`config.mk`:
```
export PLATFORM = sky130hd
export DESIGN_NAME = softmax_norm_feeder
export DESIGN_NICKNAME = d
export VERILOG_FILES = /design/src/rtl/softmax_norm_feeder.sv
export SDC_FILE = /design/constraint.sdc
export NUM_CORES = 1
export LEC_CHECK = 0
export CAP_MARGIN = 30
export CELL_PAD_IN_SITES_DETAIL_PLACEMENT = 1
export CELL_PAD_IN_SITES_GLOBAL_PLACEMENT = 2
export CORE_MARGIN = 1.5
export CORE_UTILIZATION = 35
export DETAILED_ROUTE_END_ITERATION = 8
export GPL_TIMING_DRIVEN = 0
export HOLD_SLACK_MARGIN = 0.02
export PLACE_DENSITY_LB_ADDON = 0.2
export REMOVE_ABC_BUFFERS = 1
export SETUP_SLACK_MARGIN = 0.4
export SLEW_MARGIN = 20
export SYNTH_ARGS = -nofsm -noshare
export SYNTH_HDL_FRONTEND = slang
export SYNTH_SLANG_ARGS = --single-unit
```
`constraint.sdc`:
```
create_clock -name clk -period 2.61 [get_ports clk]
set_input_delay 0.522 -clock clk [delete_from_list [all_inputs] [get_ports clk]]
set_output_delay 0.522 -clock clk [all_outputs]
set_load 0.005 [all_outputs]
```
`src/rtl/softmax_norm_feeder.sv`:
```
// softmax_norm_feeder: buffers one row of ROW_LEN unsigned exponent values,
// accumulates their sum, then streams (exp_i, row_sum) operand pairs to the
// divider one per handshake, in element order.
//
// Build option: define SOFTMAX_ZERO_GUARD_EN to replace a zero row sum with a
// denominator of 1 and raise zero_row for that row. Without it the raw sum is
// forwarded and zero_row is tied low.
module softmax_norm_feeder #(
    parameter int WIDTH           = 8,
    parameter int FRACTIONAL_BITS = 8,
    parameter int ROW_LEN         = 4,
    parameter int IDX_W           = $clog2(ROW_LEN)
) (
    input  logic                 clk,
    input  logic                 rst,
    input  logic                 in_valid,
    output logic                 in_ready,
    input  logic [WIDTH-1:0]     in_data,
    output logic                 div_valid,
    input  logic                 div_ready,
    output logic [2*WIDTH-1:0]   div_a,
    output logic [2*WIDTH-1:0]   div_b,
    output logic                 div_flag,
    output logic [IDX_W-1:0]     div_idx,
    output logic                 div_last,
    output logic                 zero_row
);

    typedef enum logic {
        LOAD,
        EMIT
    } state_t;

    localparam logic [IDX_W-1:0] LAST_IDX = IDX_W'(ROW_LEN - 1);

    // FRACTIONAL_BITS only matters to the divider; it is checked here so a
    // nonsensical configuration is caught when this stage is elaborated.
    if (ROW_LEN < 2 || ROW_LEN > (1 << WIDTH) || FRACTIONAL_BITS < 0) begin : g_bad_params
        $error("softmax_norm_feeder: illegal parameter combination");
    end

    state_t             state;
    logic [WIDTH-1:0]   row_buf [ROW_LEN];
    logic [IDX_W-1:0]   wr_idx;
    logic [2*WIDTH-1:0] sum;

    logic               accept;
    logic               handshake;
    logic [2*WIDTH-1:0] sum_next;
    logic [2*WIDTH-1:0] entry_b;
    logic [IDX_W-1:0]   rd_next;

    assign accept    = in_valid & in_ready;
    assign handshake = div_valid & div_ready;
    assign sum_next  = sum + {{WIDTH{1'b0}}, in_data};
    assign rd_next   = div_idx + 1'b1;
    assign div_flag  = div_valid;

`ifdef SOFTMAX_ZERO_GUARD_EN
    logic row_zero;

    // The divider returns 0 for exp_i / 1, which is the sensible softmax
    // output for an all-zero row instead of its divide-by-zero pattern.
    assign row_zero = (sum_next == '0);
    assign entry_b  = row_zero ? {{(2*WIDTH-1){1'b0}}, 1'b1} : sum_next;
`else
    assign entry_b  = sum_next;
    assign zero_row = 1'b0;
`endif

    // Row buffer capture on every accepted exponent value.
    // NOTE: the row buffer has no reset; every entry is written during LOAD
    // before EMIT reads it, so clearing it would only add reset fan-out.
    always_ff @(posedge clk) begin
        if (accept) begin
            row_buf[wr_idx] <= in_data;
        end
    end

    // Load/emit sequencer with all divider-side outputs registered.
    // NOTE: non-blocking assignments throughout, so every register here sees
    // the pre-edge value of every other register regardless of statement order.
    always_ff @(posedge clk or posedge rst) begin
        if (rst) begin
            state     <= LOAD;
            in_ready  <= 1'b1;
            div_valid <= 1'b0;
            div_a     <= '0;
            div_b     <= '0;
            div_idx   <= '0;
            div_last  <= 1'b0;
            wr_idx    <= '0;
            sum       <= '0;
`ifdef SOFTMAX_ZERO_GUARD_EN
            zero_row  <= 1'b0;
`endif
        end else begin
            unique case (state)
                LOAD: begin
                    if (accept) begin
                        sum <= sum_next;
                        if (wr_idx == LAST_IDX) begin
                            // Final element: the first pair is ready next cycle.
                            // Entry 0 was written on an earlier accept.
                            state     <= EMIT;
                            in_ready  <= 1'b0;
                            div_valid <= 1'b1;
                            div_a     <= {{WIDTH{1'b0}}, row_buf[0]};
                            div_b     <= entry_b;
                            div_idx   <= '0;
                            div_last  <= 1'b0;
`ifdef SOFTMAX_ZERO_GUARD_EN
                            zero_row  <= row_zero;
`endif
                        end else begin
                            wr_idx <= wr_idx + 1'b1;
                        end
                    end
                end
                EMIT: begin
                    if (handshake) begin
                        if (div_last) begin
                            state     <= LOAD;
                            in_ready  <= 1'b1;
                            div_valid <= 1'b0;
                            div_last  <= 1'b0;
                            div_idx   <= '0;
                            wr_idx    <= '0;
                            sum       <= '0;
`ifdef SOFTMAX_ZERO_GUARD_EN
                            zero_row  <= 1'b0;
`endif
                        end else begin
                            // div_b stays put: the whole row shares one denominator.
                            div_idx  <= rd_next;
                            div_a    <= {{WIDTH{1'b0}}, row_buf[rd_next]};
                            div_last <= (rd_next == LAST_IDX);
                        end
                    end
                end
            endcase
        end
    end

endmodule

```
==> reports/qor.txt, run 1 <==
Yosys warnings - 0
synthesized-area fraction occupied by adder cells - 4.87%
post-synthesis sequential area ratio - 57.6%
netlist area before placement - 3750 um^2
placed instance area - 4250 um^2
row cnt - 37
power density normalized to cell area - 526 nW/um^2
multiplexer share of the synthesized area - 8.73%
IR drop worst, VDD - 0.220 mV
maximum number of pins on one net before global-route repair - 49
Post-Route Skew - 0.00590 ns
synthesized-area fraction occupied by ao, oa, aoi and oai cells - 10.8%
Antenna Cells - 0
count of pins on the block boundary - 51
vias in the first global route - 2,661
initial antenna violation count - 0
static power due to leakage - 1.95 nW
post-route fraction of the period consumed by the critical path - 80.7%
total count of hold-check failures in the final report - 0
depth of the worst register-to-register path - 7
area of the die - 11,400 um^2
effective utilization at floorplan - 36.2%
Pre-antenna DRT Iters - 4
Worst Path Arrival - 2.40 ns
fraction of final layout cells sized beyond drive strength 1 - 17.7%
Clock H-tree levels - 3
# nets final - 376
flop and latch count out of synthesis - 80
Detailed Route Iter0 Violations - 37
count of port buffers added during placement - 41
worst reg2reg setup slack - 0.50 ns
synth unique cells - 39
maxcap violations - 0
required time of the critical path - 2.90 ns
Simple-Gate Fraction of Synth Area - 10.1%
Std-Cell Core Area - 10,400 um^2
synthesized area per cell - 12.1 um^2
Num Clock Sinks - 80
max-slew violation total from the final report - 0
post-route standard cell area excluding fillers - 4630 um^2
number of setup violations in the final report - 0
RSZ-0062 raised after global routing - true
instance count of the mapped netlist - 309
buffer levels on the longest clock path - 2
post-route antenna net violation count - 0
total congestion overflow - 0
TritonCTS clock tree - built
die span in x - 107 um
Achievable Freq - 0.475 GHz
height of the chip - 107 um
main combinational cell family by area after synthesis - compound AO/OA/AOI/OAI gates
via total after detailed routing - 2,451
wire length of the first global-routing pass - 13,800 um
Slew @ Worst Pin - 0.654 ns
growth of design area from synthesis to finish - 23.4%
DPL Wire Length - 5590 um
Synth Area in XOR/XNOR - 3.03%
Worst Hold Launch - in_data[0]
Overall Global Routing Usage - 16.0%
total routed wirelength - 8310 um
Vias per Instance - 4.99
top fanout value on the critical path - 4
Post-route DRC - 0
end of the worst register-to-register path - sum[15]
relative slew slack - 56.4%
Worst Setup End Kind - flop
RR Startpoint - sum[1]
startpoint kind of the worst setup timing path - flop
fin util - 44.7%
clock insertion delay at the later pin of the skew report - 0.36 ns
number of buffers created by CTS - 9
wire per inst - 16.9 um
Worst Hold Path EP - row_buf[2][0]
status - complete, no violations
min Tclk post-route - 2.11 ns
critical setup path kind - flop to flop
worst hold margin - 0.428 ns
clock root buffer master - sky130_fd_sc_hd__clkbuf_8
Reg clk slew, reported paths - 0.09 ns
min-delay worst type - primary input to flop
Worst Hold Depth - 1
placer congestion estimate - 0.749
[layer usage]
layer / global-route usage [%] / share of wire (%) / wire, um
met2: 26.7 / 51 / 4200
met5: 0 / 0 / 0
met3: 3.86 / 2.6 / 215
met1: 20.6 / 46 / 3830
met4: 4.29 / 0.69 / 57
[state kept, by name (all words and copies together), names as in the netlist]
register  count
div_a         8
in_ready      1
row_buf      32
div_flag      1
sum          16
div_idx       2
wr_idx        2
div_b        16
state         1
div_last      1
[area by class of cell]
class                   count  area [um^2]
clock buffers               9          124
flip-flops and latches     80         2170
well taps                 136          170
inverters                   8         32.5
multi-input cells         205         1580
repair buffers             46          462
clock inverters             7          103
fillers                  1127         5740
[worst max-delay path by stage]
| stage | startpoint | to | cells after the start |
|---|---|---|---|
| 6_report | sum[1] | sum[15] | 7 |
| 3_5_place_dp | in_valid | div_b[5] | 5 |
| 2_1_floorplan | in_data[0] | div_b[12] | 8 |
| 3_3_place_gp | in_valid | div_b[5] | 4 |
| 5_1_grt | sum[0] | div_b[12] | 8 |
| 4_1_cts | state | div_b[5] | 5 |
[power by group]
group | internal, mW | leakage, nW | switching, mW
sequential | 1.31 | 0.937 | 0
clock | 0.551 | 0.111 | 0.503
combinational | 0.0244 | 0.900 | 0.0487
total | 1.88 | 1.95 | 0.552
[worst max-delay path, stage by stage (launching register included)]
cell and delay (ns):
sky130_fd_sc_hd__dfrtp_1 0.42, sky130_fd_sc_hd__ha_1 0.29, sky130_fd_sc_hd__a21oi_1 0.07, sky130_fd_sc_hd__nand4b_1 0.30
sky130_fd_sc_hd__a31oi_4 0.32, sky130_fd_sc_hd__o2111ai_1 0.21, sky130_fd_sc_hd__or3_1 0.36, sky130_fd_sc_hd__nand3_1 0.09
[synthesized netlist by cell type (all sizes together)]
cell type  count  area (um^2)
o22ai          2         12.5
nand3         17         90.1
dfrtp         47         1180
a31oi          4         40.0
and2b          1         7.51
dfstp          1         26.3
nor3           1         5.00
xor2           7         61.3
inv            8         30.0
fa             1         20.0
nand4b         1         8.76
a21o           4         30.0
and3           8         50.1
mux4           8          180
mux2           6         67.6
o31ai          5         37.5
a211oi         2         15.0
o2111ai        2         17.5
nand2         39          149
xnor2          6         52.6
a22o           5         43.8
mux2i          8         80.1
o21ai         30          150
edfxtp        32          961
clkbuf         4         15.0
o21a           1         7.51
ha            13          163
or3            3         18.8
nor2          13         48.8
buf           20          133
a21oi          9         52.6
conb           1         3.75
[metrics by stage]
stage               setup TNS [ns]  cells  power, mW  setup slack (ns)
detailed placement          -10.71    471       1.40            -0.543
floorplan                        0    293       1.36             0.378
global route                     0    491       2.52             0.365
global placement            -29.87    470       1.40            -0.834
finish                           0    491       2.43             0.504
CTS                              0    488       2.46             0.389
[cells by family after synthesis]
logic type                 after synthesis
DFF                                     80
muxes                                   22
other                                    1
and+or+nand+nor                         83
buffers and inverters                   32
xor gates and xnor gates                13
AOI/OAI and AO/OA                       64
adders and majority gates               14
[layout by cell type, fill, tap and decap left out, types with 2 or more instances in the layout]
cell type	instances
sky130_fd_sc_hd__o21ai_1	7
sky130_fd_sc_hd__inv_1	6
sky130_fd_sc_hd__edfxtp_1	32
sky130_fd_sc_hd__nand2_1	37
sky130_fd_sc_hd__dfrtp_1	45
sky130_fd_sc_hd__xnor2_1	6
sky130_fd_sc_hd__a21o_1	4
sky130_fd_sc_hd__o22ai_1	2
sky130_fd_sc_hd__a21oi_1	6
sky130_fd_sc_hd__nor2_1	12
sky130_fd_sc_hd__mux4_2	8
sky130_fd_sc_hd__dlymetal6s2s_1	3
sky130_fd_sc_hd__nand3_2	2
sky130_fd_sc_hd__inv_6	3
sky130_fd_sc_hd__o31ai_1	5
sky130_fd_sc_hd__nand3_1	15
sky130_fd_sc_hd__mux2_2	6
sky130_fd_sc_hd__ha_1	6
sky130_fd_sc_hd__or3_1	3
sky130_fd_sc_hd__and3_1	7
sky130_fd_sc_hd__mux2i_1	8
sky130_fd_sc_hd__a22o_1	5
sky130_fd_sc_hd__a21oi_2	2
sky130_fd_sc_hd__clkbuf_2	2
sky130_fd_sc_hd__clkbuf_8	9
sky130_fd_sc_hd__o21ai_0	23
sky130_fd_sc_hd__dlygate4sd2_1	3
sky130_fd_sc_hd__ha_4	6
sky130_fd_sc_hd__nand2_2	2
sky130_fd_sc_hd__dfrtp_2	2
sky130_fd_sc_hd__conb_1	9
sky130_fd_sc_hd__xor2_1	7
sky130_fd_sc_hd__clkdlybuf4s50_1	33
sky130_fd_sc_hd__a31oi_1	3
sky130_fd_sc_hd__bufinv_16	2
sky130_fd_sc_hd__buf_4	4
[timing repair]
action | in CTS | in global routing
endpoints found under the setup margin | 47 | 27
pin swaps | 1 | 6
buffers inserted | 1 | 3
gates resized for setup | 18 | 20
endpoints found under the hold margin | 0 | 0
hold buffers | 0 | 0
Power figures use the tool's default switching activity.
==> run 2: changes to the inputs <==
--- a/config.mk
+++ b/config.mk
@@ -9,7 +9,7 @@
 export CELL_PAD_IN_SITES_DETAIL_PLACEMENT = 1
 export CELL_PAD_IN_SITES_GLOBAL_PLACEMENT = 2
 export CORE_MARGIN = 1.5
-export CORE_UTILIZATION = 35
+export CORE_UTILIZATION = 33
 export DETAILED_ROUTE_END_ITERATION = 8
 export GPL_TIMING_DRIVEN = 0
 export HOLD_SLACK_MARGIN = 0.02
==> constraint.sdc (replaced) <==
create_clock -name clk -period 1.8 [get_ports clk]
set_input_delay 0.36 -clock clk [delete_from_list [all_inputs] [get_ports clk]]
set_output_delay 0.36 -clock clk [all_outputs]
set_load 0.005 [all_outputs]
==> reports/qor.txt, run 2 (synthesis gave the netlist of run 1 again) <==
Overall Global Routing Usage - 17.8%
termination of the worst setup path - sum[10]
Worst Path Arrival - 2.28 ns
fin util - 52.1%
critical setup path kind - flop to flop
number of gates on the worst path with buffers counted - 8
static power due to leakage - 2.45 nW
Achievable Freq - 0.490 GHz
TritonCTS clock tree - built
clock insertion delay at the later pin of the skew report - 0.34 ns
Antenna Cells - 0
switching share of power - 19.4%
Top reg by flops - row_buf
Reg clk slew, reported paths - 0.06 ns
wire length of the first global-routing pass - 15,500 um
maximum number of pins on one net before global-route repair - 49
post-route total power - 4.08 mW
Worst Setup End Kind - flop
buffer levels on the longest clock path - 2
required time of the critical path - 2.04 ns
max-slew violation total from the final report - 0
Slew @ Worst Pin - 0.640 ns
initial antenna violation count - 0
total of hold buffers inserted after clock tree synthesis - 0
total congestion overflow - 0
largest registers - row_buf x32, div_b x16, sum x16
area of the die - 12,000 um^2
vias in the first global route - 2,873
RSZ-0062 raised after global routing - true
startpoint kind of the worst setup timing path - flop
Detailed Route Iter0 Violations - 75
Vias per Instance - 5.07
source of the critical timing path - sum[0]
placed instance area - 4240 um^2
P_sw - 791 uW
min-delay worst type - primary input to async pin
IR drop worst, VDD - 0.694 mV
status - finished with violations
relative slew slack - 57.4%
internal power consumption - 3.29 mW
placer congestion estimate - 0.779
count of pins on the block boundary - 51
number of setup violations in the final report - 22
post-route antenna net violation count - 0
combinational cell fraction of total power - 2.9%
total routed wirelength - 10,300 um
depth of the worst register-to-register path - 8
Sequential Power Share - 46.5%
wire per inst - 19.0 um
Post-route DRC - 0
crit path buf inv count - 0
Std-Cell Core Area - 11,000 um^2
maxcap violations - 0
worst reg2reg setup slack - -0.24 ns
cells along the critical path - ha_4, fa_2, a211oi_4, nor2_2, o21a_4, a31oi_1, o21ai_1, o31ai_1
post-route fraction of the period consumed by the critical path - 113%
count of port buffers added during placement - 41
via total after detailed routing - 2,758
Pre-antenna DRT Iters - 4
fraction of final layout cells sized beyond drive strength 1 - 42.6%
Final Worst Setup Slack - -0.242 ns
delay of the slowest critical-path stage - 0.40 ns
DPL Wire Length - 5630 um
number of buffers created by CTS - 9
clock root buffer master - sky130_fd_sc_hd__clkbuf_16
top fanout value on the critical path - 6
Num Clock Sinks - 80
family with the most delay on the worst path - compound AO/OA/AOI/OAI gates
min Tclk post-route - 2.04 ns
slowest CP cell - sky130_fd_sc_hd__dfrtp_1
Largest register FFs - 32
row cnt - 38
# nets final - 425
effective utilization at floorplan - 34.2%
most common cell after layout, fill and taps aside - sky130_fd_sc_hd__dfrtp_1
commonest cells after routing, fill and taps aside - 44 x sky130_fd_sc_hd__dfrtp_1, 32 x sky130_fd_sc_hd__edfxtp_1, 27 x sky130_fd_sc_hd__dlygate4sd2_1
Post-Route Skew - 0.00685 ns
growth of design area from synthesis to finish - 52.5%
Clock H-tree levels - 3
power share of the clock group - 50.6%
post-route standard cell area excluding fillers - 5730 um^2
total count of hold-check failures in the final report - 0
die span in x - 110 um
RR Startpoint - sum[0]
violated checks - negative setup slack
power density normalized to cell area - 713 nW/um^2
end of the worst register-to-register path - sum[10]
height of the chip - 110 um
==> run 2: metal layers <==
metal  up-vias  GRT usage (%)  wire [um]
met5         -              0          0
met3        14           4.39        363
li1       1283              -          -
met4         0           7.70        181
met2        49           31.5       5510
met1      1412           20.4       4270
==> run 2: metrics by stage <==
| step | setup slack, ns | hold WS, ns | TNS [ns] | instances |
|---|---|---|---|---|
| 2_1_floorplan | -0.404 | 0.443 | -7.31 | 293 |
| 3_3_place_gp | -1.44 | 0.454 | -90.30 | 474 |
| 3_5_place_dp | -1.13 | 0.469 | -42.54 | 475 |
| 4_1_cts | -0.257 | 0.445 | -3.75 | 530 |
| 5_1_grt | -0.299 | 0.483 | -5.23 | 544 |
| 6_report | -0.242 | 0.468 | -3.32 | 544 |
==> run 2: worst min-delay path by stage <==
stage / start / endpoint / slack (ns) / cells after the start
3_3_place_gp: sum[0] / sum[0] / 0.45 / 2
6_report: rst / div_b[13] / 0.47 / 2
4_1_cts: in_data[1] / row_buf[2][1] / 0.44 / 1
3_5_place_dp: div_b[13] / div_b[13] / 0.47 / 2
5_1_grt: in_data[1] / row_buf[2][1] / 0.48 / 1
2_1_floorplan: sum[0] / sum[0] / 0.44 / 2
==> run 2: power groups by stage <==
stage	clock network [mW]	logic [mW]	registers, mW
2_1_floorplan	0	0.0428	1.93
3_3_place_gp	0	0.0976	1.93
3_5_place_dp	0	0.100	1.93
4_1_cts	2.13	0.112	1.90
5_1_grt	2.18	0.132	1.90
6_report	2.07	0.118	1.90
==> run 2: repair_timing <==
item                                    CTS  global route
pin swaps                                18            19
gates resized for setup                 149            76
cloned                                    3             1
setup buffers                            36            13
endpoints found under the setup margin  109            81
==> run 2: layout make-up <==
class | count | area (um^2)
Timing Repair Buffer | 94 | 985
Tap cell | 140 | 175
Clock inverter | 4 | 95.1
Sequential cell | 80 | 2170
Multi-Input combinational cell | 206 | 2030
Fill cell | 1100 | 5260
Clock buffer | 12 | 236
Inverter | 8 | 32.5
==> run 2: worst reg2reg max path, stage by stage (launching register included) <==
cell,delay (ns)
sky130_fd_sc_hd__dfrtp_1,0.40
sky130_fd_sc_hd__ha_4,0.19
sky130_fd_sc_hd__fa_2,0.37
sky130_fd_sc_hd__a211oi_4,0.25
sky130_fd_sc_hd__nor2_2,0.08
sky130_fd_sc_hd__o21a_4,0.27
sky130_fd_sc_hd__a31oi_1,0.21
sky130_fd_sc_hd__o21ai_1,0.09
sky130_fd_sc_hd__o31ai_1,0.08
